===== src/rtl/ps2_keycode_rx.sv =====
// ps2_keycode_rx: PS/2 set-2 frame receiver presenting each keycode on `key`
// for HOLD_CYCLES clocks, then returning to KP_INVALID (8'h00).
module ps2_keycode_rx #(
    parameter int SYNC_STAGES    = 2,
    parameter int FILTER_LEN     = 8,
    parameter int HOLD_CYCLES    = 1024,
    parameter int TIMEOUT_CYCLES = 65535
) (
    input  logic       clk,
    input  logic       reset,
    input  logic       ps2_clk,
    input  logic       ps2_data,
    output logic [7:0] key,
    output logic       key_valid,
    output logic       parity_err,
    output logic       frame_err
);
    localparam int FW = $clog2(FILTER_LEN + 1);
    localparam int HW = $clog2(HOLD_CYCLES + 1);
    localparam int TW = $clog2(TIMEOUT_CYCLES + 1);

    typedef enum logic [1:0] {IDLE, DATA, PARITY, STOP} state_t;

    logic [SYNC_STAGES-1:0] clk_sync_q, data_sync_q;
    logic [FW-1:0]          flt_cnt_q;
    logic                   filt_q, filt_prev_q;
    logic                   sclk, din, fall;

    state_t        state_q, state_d;
    logic [7:0]    sr_q, sr_d;
    logic [2:0]    bit_q, bit_d;
    logic          par_q, par_d;
    logic [TW-1:0] to_q, to_d;
    logic [HW-1:0] hold_q, hold_d;
    logic [7:0]    key_d;
    logic          timeout, stop_fall, par_ok, good, perr_d, ferr_d;

    assign sclk = clk_sync_q[SYNC_STAGES-1];
    assign din  = data_sync_q[SYNC_STAGES-1];
    assign fall = filt_prev_q & ~filt_q;

    // Bus idles high, so conditioning flops preset to 1 to avoid a false fall.
    always_ff @(posedge clk or posedge reset) begin
        if (reset) begin
            clk_sync_q  <= '1;
            data_sync_q <= '1;
            flt_cnt_q   <= '0;
            filt_q      <= 1'b1;
            filt_prev_q <= 1'b1;
        end else begin
            clk_sync_q  <= {clk_sync_q[SYNC_STAGES-2:0], ps2_clk};
            data_sync_q <= {data_sync_q[SYNC_STAGES-2:0], ps2_data};
            filt_prev_q <= filt_q;
            if (sclk == filt_q) begin
                flt_cnt_q <= '0;
            end else if (flt_cnt_q == FW'(FILTER_LEN - 1)) begin
                filt_q    <= sclk;
                flt_cnt_q <= '0;
            end else begin
                flt_cnt_q <= flt_cnt_q + 1'b1;
            end
        end
    end

    always_ff @(posedge clk or posedge reset) begin
        if (reset) begin
            state_q <= IDLE;
            sr_q    <= '0;
            bit_q   <= '0;
            par_q   <= 1'b0;
            to_q    <= '0;
        end else begin
            state_q <= state_d;
            sr_q    <= sr_d;
            bit_q   <= bit_d;
            par_q   <= par_d;
            to_q    <= to_d;
        end
    end

    always_comb begin
        state_d = state_q;
        sr_d    = sr_q;
        bit_d   = bit_q;
        par_d   = par_q;
        timeout = state_q != IDLE && !fall && to_q == TW'(TIMEOUT_CYCLES - 1);
        to_d    = (state_q == IDLE || fall || timeout) ? '0 : to_q + 1'b1;
        if (timeout) begin
            state_d = IDLE;
            sr_d    = '0;
            bit_d   = '0;
            par_d   = 1'b0;
        end else if (fall) begin
            case (state_q)
                IDLE: begin
                    state_d = din ? IDLE : DATA;
                    bit_d   = '0;
                end
                DATA: begin
                    sr_d    = {din, sr_q[7:1]};
                    bit_d   = bit_q + 1'b1;
                    state_d = (bit_q == 3'd7) ? PARITY : DATA;
                end
                PARITY: begin
                    par_d   = din;
                    state_d = STOP;
                end
                default: state_d = IDLE;
            endcase
        end
    end

    // Stop-bit errors take precedence over parity errors.
    always_comb begin
        stop_fall = state_q == STOP && fall;
        par_ok    = ^{sr_q, par_q};
        good      = stop_fall && din && par_ok;
        perr_d    = stop_fall && din && !par_ok;
        ferr_d    = timeout || (fall && state_q == IDLE && din) || (stop_fall && !din);
        key_d     = good ? sr_q : (key != 8'h00 && hold_q == '0) ? 8'h00 : key;
        hold_d    = good ? HW'(HOLD_CYCLES - 1) : (key != 8'h00 && hold_q != '0) ? hold_q - 1'b1 : hold_q;
    end

    always_ff @(posedge clk or posedge reset) begin
        if (reset) begin
            key        <= 8'h00;
            hold_q     <= '0;
            key_valid  <= 1'b0;
            parity_err <= 1'b0;
            frame_err  <= 1'b0;
        end else begin
            key        <= key_d;
            hold_q     <= hold_d;
            key_valid  <= good;
            parity_err <= perr_d;
            frame_err  <= ferr_d;
        end
    end
endmodule


===== config.mk =====
export PLATFORM = sky130hd
export DESIGN_NAME = ps2_keycode_rx
export DESIGN_NICKNAME = d
export VERILOG_FILES = /design/src/rtl/ps2_keycode_rx.sv
export SDC_FILE = /design/constraint.sdc
export NUM_CORES = 1
export LEC_CHECK = 0
export ABC_CLOCK_PERIOD_IN_PS = 4100
export CORE_MARGIN = 5
export CORE_UTILIZATION = 34
export CTS_CLUSTER_DIAMETER = 40
export DETAILED_ROUTE_END_ITERATION = 10
export MAX_ROUTING_LAYER = met4
export SKIP_LAST_GASP = 1
export SLEW_MARGIN = 10
export SYNTH_ARGS = -nofsm -noshare
export SYNTH_HDL_FRONTEND = slang
export SYNTH_SLANG_ARGS = --single-unit

===== constraint.sdc =====
create_clock -name clk -period 4.1 [get_ports clk]
set_input_delay 0.615 -clock clk [delete_from_list [all_inputs] [get_ports clk]]
set_output_delay 0.615 -clock clk [all_outputs]
set_load 0.05 [all_outputs]

==> results_dict.tcl <==
set metrics [dict create \
    status "finished, final reports clean" \
    track_usage_pct 11.2 \
    drtIter0Drc 72 \
    die_area_um2 10800 \
    grt_pass1_wl_um 9760 \
    wl_per_cell_um 13.3 \
    fp-row-count 34 \
    synthFlopType "dfrtp_1" \
    synth_area_leaders "dfrtp_1, mux2i_1, dfstp_2, nor2_1, xor2_1" \
    cp.arrival_ps 2700 \
    final_net_count 310 \
    slew_headroom_pct 23.1 \
    irDropWorstVdd_mv 0.168 \
    crit_path_end_kind "flop" \
    cts_tree "built" \
    hold_violations 0 \
    grt_pass1_vias 2035 \
    ctsRootBufferMaster "clkbuf_8" \
    grt_overflow 0 \
    synthArstFlopShare_pct 100 \
    setup_tns_ps 0 \
    critical_path.cell_chain "inv_1 -> ha_1 -> or3b_2 -> nor3_1 -> or4_2 -> nand3_1" \
    maxCapViolCount 0 \
    clkTransAtPathRegs_ps 70 \
    crit_slowest_cell "nor3_1" \
    grt_max_degree 51 \
    hp-class "reg -> reg" \
    ys_top_cells_by_count "dfrtp_1, nor2_1, nand3_1" \
    rsz0062_at_grt "false" \
    clock_skew_ps 6.73 \
    min_period_ps 2500 \
    pwr-share-seq_pct 48.8 \
    vias 2083 \
    drtAntennaViolNets 0 \
    worstPathRequired_ps 4300 \
    cts_buffers 9 \
    synth_top_cell_by_area "dfrtp_1" \
    power-per-cell-area_nw_per_um2 437 \
    syn_nets 295 \
    remaining_drc_errors 0 \
    routed_wl_um 5480 \
    via_per_inst 5.04 \
    crit_family "simple AND/OR/NAND/NOR gates" \
    syn_inst 285 \
    pwr-share-comb_pct 16.1 \
    synth-seq-cells 62 \
    rrSetupSlack_ps 1600 \
    worst_pin_slew_ps 1140 \
    cpPeakStageDelay_ps 930 \
    synth_edf_count 0 \
    syn_to_final_growth_pct 13.7 \
    drive_gt1_share_pct 12.8 \
    die_w_um 104 \
    cts_sinks 62 \
    clk_latency_ps 340 \
    gp_congestion 0.788 \
    n_antenna_cell 0 \
    setup_viol 0 \
    cts-resized-gates 0 \
    core-area_um2 8680 \
    cp_max_fo 13 \
    die_h_um 104 \
    cts_buffer_depth 2 \
    drtPass1Iterations 4 \
    cp-start-kind "flop" \
    cts_setup_buffers 0 \
    dp_hpwl_um 3640 \
    ys_types 52 \
    postCtsHoldBufs 0 \
    holdWs_ps 355 \
    internal_power_uw 1070 \
    slew_viol_final 0 \
    fmax_ghz 0.400 \
    synth_top_area_share_pct 46.6 \
    portBuffers 14 \
    path_class "reg -> reg" \
    yosysMostFrequentCell "dfrtp_1" \
    clockPowerShare_pct 35.1 \
    critPathBufInv 1 \
    antenna_found_initial 0 \
    ios 15 \
    swShare_pct 28.5 \
    synthesis.area_um2 3010 \
    initial_core_util_pct 34.6 \
    fin_crit_sh_pct 60.9 \
    cts-htree-levels 3 \
    power.switching_uw 426 \
    power_leakage_uw 0.00158 \
    ys_seq_area_share_pct 51.9 \
    syn_avg_cell_area_um2 10.5 \
    yosysWarnings 0 \
]
[power groups by stage]
stage	combinational, µW	clock (µW)	sequential [µW]
CTS	247	548	728
detailed placement	245	0	739
global placement	242	0	737
finish	240	524	728
global route	274	583	740
floorplan	206	0	722
[per-stage QoR]
step	instances	instance area (µm²)	util, %	worst slack, ps	power [µW]
floorplan	285	3010	-	1950	928
global route	413	3420	39.4	1420	1600
global placement	397	3230	37.2	1730	979
finish	413	3420	39.4	1600	1490
CTS	413	3420	39.4	1640	1520
detailed placement	397	3230	37.2	1630	983
[worst register-to-register path, delay by kind of cell (launching register included)]
| kind | cells | cell delay [ps] |
|---|---|---|
| AND/OR/NAND/NOR | 4 | 1710 |
| buffers and inverters | 1 | 80 |
| adder cells (fa/ha/maj) | 1 | 160 |
| flip-flops | 1 | 420 |
[cell type report]
cell class,count,area (µm²)
Inverter,17,63.8
Clock buffer,12,145
Fill cell,883,5260
Multi-Input combinational cell,194,1310
Tap cell,108,135
Clock inverter,4,47.5
Timing Repair Buffer,16,155
Sequential cell,62,1560
[sequential cells by signal, summed over array words and instances, names as in the netlist, 2 cells and up]
| name | flops |
|---|---|
| bit_q | 3 |
| clk_sync_q | 2 |
| data_sync_q | 2 |
| flt_cnt_q | 4 |
| hold_q | 11 |
| key | 8 |
| sr_q | 8 |
| state_q | 2 |
| to_q | 16 |
[metal layers]
layer	global-route usage [%]	wire length (µm)	up-vias
li1	-	-	1030
met1	14.2	2680	1027
met2	16.6	2540	21
met3	4.10	197	5
met4	3.61	61	0
met5	-	0	-
[placed cells by master (no fill, tap or decap), types with 2 or more instances in the layout]
cell and count:
o31ai_1 7, clkbuf_8 10, dfrtp_1 56, or2_2 2, nand4_1 5, inv_1 16, clkbuf_1 2, or4_1 5
mux2i_1 17, xnor2_1 5, and4_1 2, ha_1 6, nor4_1 2, nor2_1 31, clkinv_2 2, o21ai_0 17
or4_2 4, xnor3_1 2, or3_1 6, and3_1 2, nand2_1 11, nor3_1 4, or3_2 2, buf_4 2
a21oi_1 8, and2_1 3, nor2b_1 2, xor2_1 12, dfstp_2 6, clkdlybuf4s50_1 14, nand3_1 18
[kinds of logic after synthesis]
group | count (synthesis) | share of synthesized area [%]
buffers and inverters | 29 | 4.45
adders and majority gates | 6 | 2.50
muxes | 19 | 6.54
and+or+nand+nor | 105 | 18.6
xor gates and xnor gates | 19 | 6.45
DFF | 62 | 51.9
AOI/OAI and AO/OA | 45 | 9.58
[worst paths after layout]
| kind | from | end | cells after the start |
|---|---|---|---|
| min in group asynchronous | reset | key_valid$_DFF_PP0_ | 2 |
| max in group asynchronous | reset | sr_q[2]$_DFFE_PP0P_ | 3 |
| setup / recovery | hold_q[0]$_DFFE_PP0P_ | hold_q[5]$_DFFE_PP0P_ | 6 |
| hold / removal | data_sync_q[0]$_DFF_PP1_ | data_sync_q[1]$_DFF_PP1_ | 0 |
| hold reg to reg | data_sync_q[0]$_DFF_PP1_ | data_sync_q[1]$_DFF_PP1_ | 0 |
| setup reg to reg | hold_q[0]$_DFFE_PP0P_ | hold_q[5]$_DFFE_PP0P_ | 6 |
Power figures use the tool's default switching activity.
